`src/rtl/dreg_pkg.sv`:
```
// Shared types and helpers for the serial data-register frame receiver.
// Holds the default word width, the receiver state encoding and a clog2 helper.
package dreg_pkg;

    localparam int SIZE_DEFAULT = 16;

    typedef enum logic [1:0] {
        ST_IDLE    = 2'd0,
        ST_SHIFT   = 2'd1,
        ST_CAPTURE = 2'd2,
        ST_PAR     = 2'd3
    } state_e;

    function automatic int clog2(input int value);
        int result;
        result = 0;
        for (int i = 0; i < 31; i++) begin
            if ((1 << i) < value) begin
                result = i + 1;
            end
        end
        return result;
    endfunction

endpackage

```
`src/rtl/dreg_frame_hold.sv`:
```
// Single-entry valid/ready holding register for completed frames.
// A delivery that finds the slot full and not draining is dropped and raises a sticky overrun.
module dreg_frame_hold #(
    parameter int W = 17
) (
    input  logic         clk,
    input  logic         rst,
    input  logic         deliver,
    input  logic [W-1:0] din,
    input  logic         ready,
    input  logic         clr,
    output logic         valid,
    output logic [W-1:0] dout,
    output logic         overrun
);

    logic         valid_q, valid_d;
    logic [W-1:0] data_q, data_d;
    logic         overrun_q, overrun_d;
    logic         pop;
    logic         accept;

    always_comb begin
        // NOTE: every comb output gets a default first so no path leaves it unassigned (no latch).
        pop       = valid_q & ready;
        accept    = deliver & (~valid_q | ready);
        valid_d   = valid_q;
        data_d    = data_q;
        overrun_d = overrun_q;

        if (accept) begin
            valid_d = 1'b1;
            data_d  = din;
        end else if (pop) begin
            valid_d = 1'b0;
        end

        // A fresh overrun outranks a clear arriving in the same cycle.
        if (deliver && !accept) begin
            overrun_d = 1'b1;
        end else if (clr) begin
            overrun_d = 1'b0;
        end
    end

    // NOTE: state registers use non-blocking assignments so every flop samples pre-edge values.
    always_ff @(posedge clk or posedge rst) begin
        if (rst) begin
            valid_q   <= 1'b0;
            data_q    <= '0;
            overrun_q <= 1'b0;
        end else begin
            valid_q   <= valid_d;
            data_q    <= data_d;
            overrun_q <= overrun_d;
        end
    end

    assign valid   = valid_q;
    assign dout    = data_q;
    assign overrun = overrun_q;

endmodule

```
`src/rtl/dreg_frame_rx.sv`:
```
// Frame receiver that counts shift strobes of the upstream data register and hands out full words.
// Define DREG_FRAME_RX_PARITY_EN to expect a trailing even-parity bit after each frame.
module dreg_frame_rx
    import dreg_pkg::*;
#(
    parameter int SIZE = SIZE_DEFAULT
) (
    input  logic            dreg_frame_rx_cport_clk,
    input  logic            dreg_frame_rx_cport_rst,
    input  logic            dreg_frame_rx_cport_en,
    input  logic            dreg_frame_rx_cport_sp,
    input  logic            dreg_frame_rx_iport_si,
    input  logic [SIZE-1:0] dreg_frame_rx_ipport_pi,
    input  logic            dreg_frame_rx_cport_clr,
    input  logic            dreg_frame_rx_cport_ready,
    output logic            dreg_frame_rx_oport_valid,
    output logic [SIZE-1:0] dreg_frame_rx_oport_word,
    output logic            dreg_frame_rx_oport_perr,
    output logic            dreg_frame_rx_oport_overrun
);

    localparam int               CNT_W    = clog2(SIZE + 2);
    localparam logic [CNT_W-1:0] CNT_ONE  = CNT_W'(1);
    localparam logic [CNT_W-1:0] CNT_FULL = CNT_W'(SIZE);
    localparam state_e           ST_FIRST = (SIZE == 1) ? ST_CAPTURE : ST_SHIFT;

    logic clk;
    logic rst;
    logic strobe;
    logic abort;

    assign clk    = dreg_frame_rx_cport_clk;
    assign rst    = dreg_frame_rx_cport_rst;
    assign strobe = dreg_frame_rx_cport_en & ~dreg_frame_rx_cport_sp;
    assign abort  = dreg_frame_rx_cport_en &  dreg_frame_rx_cport_sp;

    state_e           state_q, state_d;
    logic [CNT_W-1:0] bit_cnt_q, bit_cnt_d;
    logic [CNT_W-1:0] cnt_inc;
    logic             deliver;
    logic [SIZE:0]    deliver_data;
    logic [SIZE:0]    hold_data;

    assign cnt_inc = bit_cnt_q + CNT_ONE;

`ifdef DREG_FRAME_RX_PARITY_EN
    logic [SIZE-1:0] staging_q, staging_d;
`else
    logic unused_si;
    assign unused_si = dreg_frame_rx_iport_si;
`endif

    always_comb begin
        state_d      = state_q;
        bit_cnt_d    = bit_cnt_q;
        deliver      = 1'b0;
        deliver_data = '0;
`ifdef DREG_FRAME_RX_PARITY_EN
        staging_d    = staging_q;
`endif

        case (state_q)
            ST_IDLE: begin
                if (strobe) begin
                    bit_cnt_d = CNT_ONE;
                    state_d   = ST_FIRST;
                end
            end
            ST_SHIFT: begin
                if (strobe) begin
                    bit_cnt_d = cnt_inc;
                    if (cnt_inc == CNT_FULL) begin
                        state_d = ST_CAPTURE;
                    end
                end
            end
            ST_CAPTURE: begin
                bit_cnt_d = '0;
`ifdef DREG_FRAME_RX_PARITY_EN
                // The parity bit must arrive after this cycle, so a strobe here is ignored.
                staging_d = dreg_frame_rx_ipport_pi;
                state_d   = ST_PAR;
`else
                deliver      = 1'b1;
                deliver_data = {1'b0, dreg_frame_rx_ipport_pi};
                if (strobe) begin
                    bit_cnt_d = CNT_ONE;
                    state_d   = ST_FIRST;
                end else begin
                    state_d   = ST_IDLE;
                end
`endif
            end
            ST_PAR: begin
`ifdef DREG_FRAME_RX_PARITY_EN
                if (strobe) begin
                    deliver      = 1'b1;
                    deliver_data = {(^staging_q) ^ dreg_frame_rx_iport_si, staging_q};
                    state_d      = ST_IDLE;
                end
`else
                state_d = ST_IDLE;
`endif
            end
            default: begin
                state_d   = ST_IDLE;
                bit_cnt_d = '0;
            end
        endcase

        // A parallel load upstream invalidates any partial frame, even mid-strobe.
        if (abort) begin
            state_d   = ST_IDLE;
            bit_cnt_d = '0;
        end
    end

    always_ff @(posedge clk or posedge rst) begin
        if (rst) begin
            state_q   <= ST_IDLE;
            bit_cnt_q <= '0;
`ifdef DREG_FRAME_RX_PARITY_EN
            staging_q <= '0;
`endif
        end else begin
            state_q   <= state_d;
            bit_cnt_q <= bit_cnt_d;
`ifdef DREG_FRAME_RX_PARITY_EN
            staging_q <= staging_d;
`endif
        end
    end

    dreg_frame_hold #(
        .W (SIZE + 1)
    ) u_hold (
        .clk     (clk),
        .rst     (rst),
        .deliver (deliver),
        .din     (deliver_data),
        .ready   (dreg_frame_rx_cport_ready),
        .clr     (dreg_frame_rx_cport_clr),
        .valid   (dreg_frame_rx_oport_valid),
        .dout    (hold_data),
        .overrun (dreg_frame_rx_oport_overrun)
    );

    assign dreg_frame_rx_oport_word = hold_data[SIZE-1:0];

`ifdef DREG_FRAME_RX_PARITY_EN
    assign dreg_frame_rx_oport_perr = hold_data[SIZE];
`else
    // The tag bit of the holding register is never written with 1 in this build.
    logic unused_tag;
    assign unused_tag               = hold_data[SIZE];
    assign dreg_frame_rx_oport_perr = 1'b0;
`endif

endmodule

```
`config.mk`:
```
export PLATFORM = sky130hd
export DESIGN_NAME = dreg_frame_rx
export DESIGN_NICKNAME = d
export VERILOG_FILES = /design/src/rtl/dreg_pkg.sv /design/src/rtl/dreg_frame_hold.sv /design/src/rtl/dreg_frame_rx.sv
export SDC_FILE = /design/constraint.sdc
export NUM_CORES = 1
export LEC_CHECK = 0
export CAP_MARGIN = 20
export CELL_PAD_IN_SITES_DETAIL_PLACEMENT = 0
export CELL_PAD_IN_SITES_GLOBAL_PLACEMENT = 2
export CORE_MARGIN = 2
export CORE_UTILIZATION = 37
export CTS_BUF_LIST = sky130_fd_sc_hd__clkbuf_2 sky130_fd_sc_hd__clkbuf_4 sky130_fd_sc_hd__clkbuf_8
export CTS_CLUSTER_SIZE = 16
export DETAILED_ROUTE_END_ITERATION = 10
export DONT_BUFFER_PORTS = 1
export PLACE_DENSITY_LB_ADDON = 0.08
export SLEW_MARGIN = 20
export SYNTH_ARGS = -nofsm -noshare
export SYNTH_HDL_FRONTEND = slang
export SYNTH_SLANG_ARGS = --single-unit
```
`constraint.sdc`:
```
create_clock -name dreg_frame_rx_cport_clk -period 1.4 [get_ports dreg_frame_rx_cport_clk]
set_input_delay 0.28 -clock dreg_frame_rx_cport_clk [delete_from_list [all_inputs] [get_ports dreg_frame_rx_cport_clk]]
set_output_delay 0.28 -clock dreg_frame_rx_cport_clk [all_outputs]
set_load 0.01 [all_outputs]
```
==> results.yml <==
power_and_ir_drop:
  ir_worst_vdd_uv: 606
  p_leak_uw: 0.000733
  p_int_uw: 1280
  p_comb_share_pct: 32.8
  swShare_pct: 28.7
  power_uw: 1800
  p_sw_uw: 516
  p_per_area_nw_per_um2: 1200
  p_seq_share_pct: 49.5
  power_frac_clock_pct: 17.7
setup_path:
  critical_path_required_ps: 1600
  crit_chain: "inv_2 > ha_4 > nor2_4 > o211ai_1 > o21ai_1 > mux2_4"
  reg2reg_from: "state_q[0]"
  crit_type: "register to register"
  critPathSlowestCell: "dfrtp_1"
  arrival_ps: 1720
  slowest_delay_ps: 450
  crit_buf_inv: 1
  start_kind: "register"
  endpoint_kind: "register"
  crit_fanout: 3
  critPathLaunch: "state_q[0]"
  crit_family: "flip-flops"
clock_tree:
  cts_tree: "yes"
  numCtsBuffers: 3
  cts.path.max_buffers: 2
  cts_max_level: 1
  cts_sinks: 25
  insertion_delay_ps: 300
  cts_root_buffer: "clkbuf_4"
  clkTransAtPathRegs_ps: 120
sta:
  finalMaxSlewViolations: 0
  rsz0062_at_grt: "yes"
  hold_violations: 0
  holdWs_ps: 59.4
  period_minus_slack_ps: 1520
  finClkSkew_ps: 2.04
  finalWorstSetupSlack_ps: -119
  min_period_over_period_pct: 109
  setup_viol: 22
  max_freq_ghz: 0.658
floorplanning:
  core_um2: 3030
  die-area_um2: 3640
  chipHeight_um: 60.3
  std_cell_rows: 20
  start_util_pct: 38.8
  die_x_um: 60.3
  ios: 42
yosys:
  synth.distinct_cells: 31
  synth-seq-cells: 25
  synth.most_common_cell: "dfrtp_1"
  synthFlopType: "dfrtp_1"
  ys_async_sr_fraction_pct: 100
  synthesis.nets: 120
  synth_common_cells: "dfrtp_1, mux2_2, mux2_4"
  synthTopCellsByArea: "dfrtp_1, mux2_4, mux2_2, ha_1, o21ai_0"
  synth_area_leader_cell: "dfrtp_1"
  yosysSeqAreaShare_pct: 53.3
  avgSynthCellArea_um2: 12.6
  netlist_instances: 93
  syn-cell-area_um2: 1170
  yosysWarningCount: 0
  synth_edf_count: 0
  yosysTopAreaCellShare_pct: 53.3
layout:
  layout-drive-gt1-share_pct: 45.0
  nNetsFinal: 137
  diodes: 0
  fillCellCount: 270
  areaGrowthSynthToFinish_pct: 27.1
job:
  cap_violations: 0
routing:
  routed_wl_um: 2180
  drtPass1Iterations: 4
  routedWlPerCell_um: 14.2
  drcViolationCount: 0
  drtIter0Drc: 24
  viasPerCell: 4.86
  ant_nets: 0
  vias: 743
global_routing:
  grt_max_degree: 26
  grt_util_met2_pct: 24.2
  grt.overflow.total: 0
  met1_usage_pct: 16.1
  gr-usage-met3_pct: 2.38
  grt_most_used_layer: "met2"
  grt_usage_pct: 13.6
  grt_pass1_vias: 812
  grt_pass1_wl_um: 3630
  grt_antenna_before_repair: 0
min_path:
  worstHoldStart: "dreg_frame_rx_cport_clr"
  hp-class: "input pin to register"
placement:
  io_buffer_count: 0
  dpl_worst_slack_ps: -114
  gp_congestion: 0.717
  hpwlAfterDp_um: 1560
status:
  violations: "setup timing"
  status: "complete, but fails checks"
-- power groups by stage --
stage	logic (uW)	clock network [uW]	registers, uW
floorplan	301	0	888
global placement	473	0	891
detailed placement	476	0	893
CTS	518	342	883
global route	654	382	903
finish	589	318	889
-- sequential cells by signal, indices dropped and copies added (netlist names) --
signal,flops
u_hold.dout,16
bit_cnt_q,5
state_q,2
u_hold.overrun,1
u_hold.valid,1
-- logic make-up after synthesis --
logic type | after synthesis | synth area share (%)
flip-flops | 25 | 53.3
multiplexers | 17 | 18.9
other | 1 | 0.320
XOR/XNOR | 2 | 1.49
buffers and inverters | 9 | 3.94
AND/OR/NAND/NOR | 17 | 7.57
adder cells (fa/ha/maj) | 4 | 4.26
AO/OA/AOI/OAI | 18 | 10.2
-- metrics by stage --
stage / std cells / setup TNS (ps) / util (%) / instance area, um2
6_report: 153 / -1550 / 49.3 / 1490
5_1_grt: 153 / -3070 / 49.3 / 1490
4_1_cts: 153 / -1070 / 48.0 / 1450
3_5_place_dp: 146 / -1160 / 43.5 / 1320
3_3_place_gp: 146 / -991 / 43.5 / 1320
2_1_floorplan: 93 / -25.4 / - / 1180
-- repair_timing --
item                                    in CTS  in global routing
endpoints found under the hold margin       25                  0
hold buffers                                 1                  0
gates cloned                                 1                  0
endpoints found under the setup margin      22                 23
setup buffers                                1                  1
resized for setup                           16                 15
pin swaps                                    2                  3
-- per-layer routing --
| layer | share of wire (%) | vias up |
|---|---|---|
| li1 | - | 354 |
| met1 | 43 | 363 |
| met2 | 51 | 26 |
| met3 | 5.6 | 0 |
| met4 | 0 | 0 |
| met5 | 0 | - |
-- final cells by class --
type	count	area, um2	share of cell area (%)
well taps	44	55.1	3.69
repair buffers	15	151	10.2
inverters	6	22.5	1.51
flip-flops and latches	25	626	41.9
multi-input cells	59	607	40.7
clock buffers	4	30.0	2.01
-- final timing paths --
kind	depth (start not counted)	slack (ps)	end
max in group asynchronous	3	700	bit_cnt_q[4]
worst min-delay path	1	60	u_hold.overrun
min in group asynchronous	3	460	state_q[0]
worst max-delay path	6	-120	state_q[0]
worst max register to register	6	-120	state_q[0]
worst min register to register	2	560	bit_cnt_q[4]
-- worst register-to-register path: cells and delay by family, from the launching register on --
family	cells	cell delay, ps
buffers and inverters	1	90
AO/OA/AOI/OAI	2	300
multiplexers	1	310
AND/OR/NAND/NOR	1	90
flip-flops	1	450
adder cells (fa/ha/maj)	1	180
-- placed cells by master (no fill, tap or decap), types with 3 or more instances in the layout --
cell type  netlist  final
buf_4            1     11
o21ai_1          1      4
nand2_1          6      5
ha_4             0      3
inv_1            6      4
clkbuf_4         0      4
mux2_4           8     17
dfrtp_1         25     25
(Power assumes the default switching activity.)
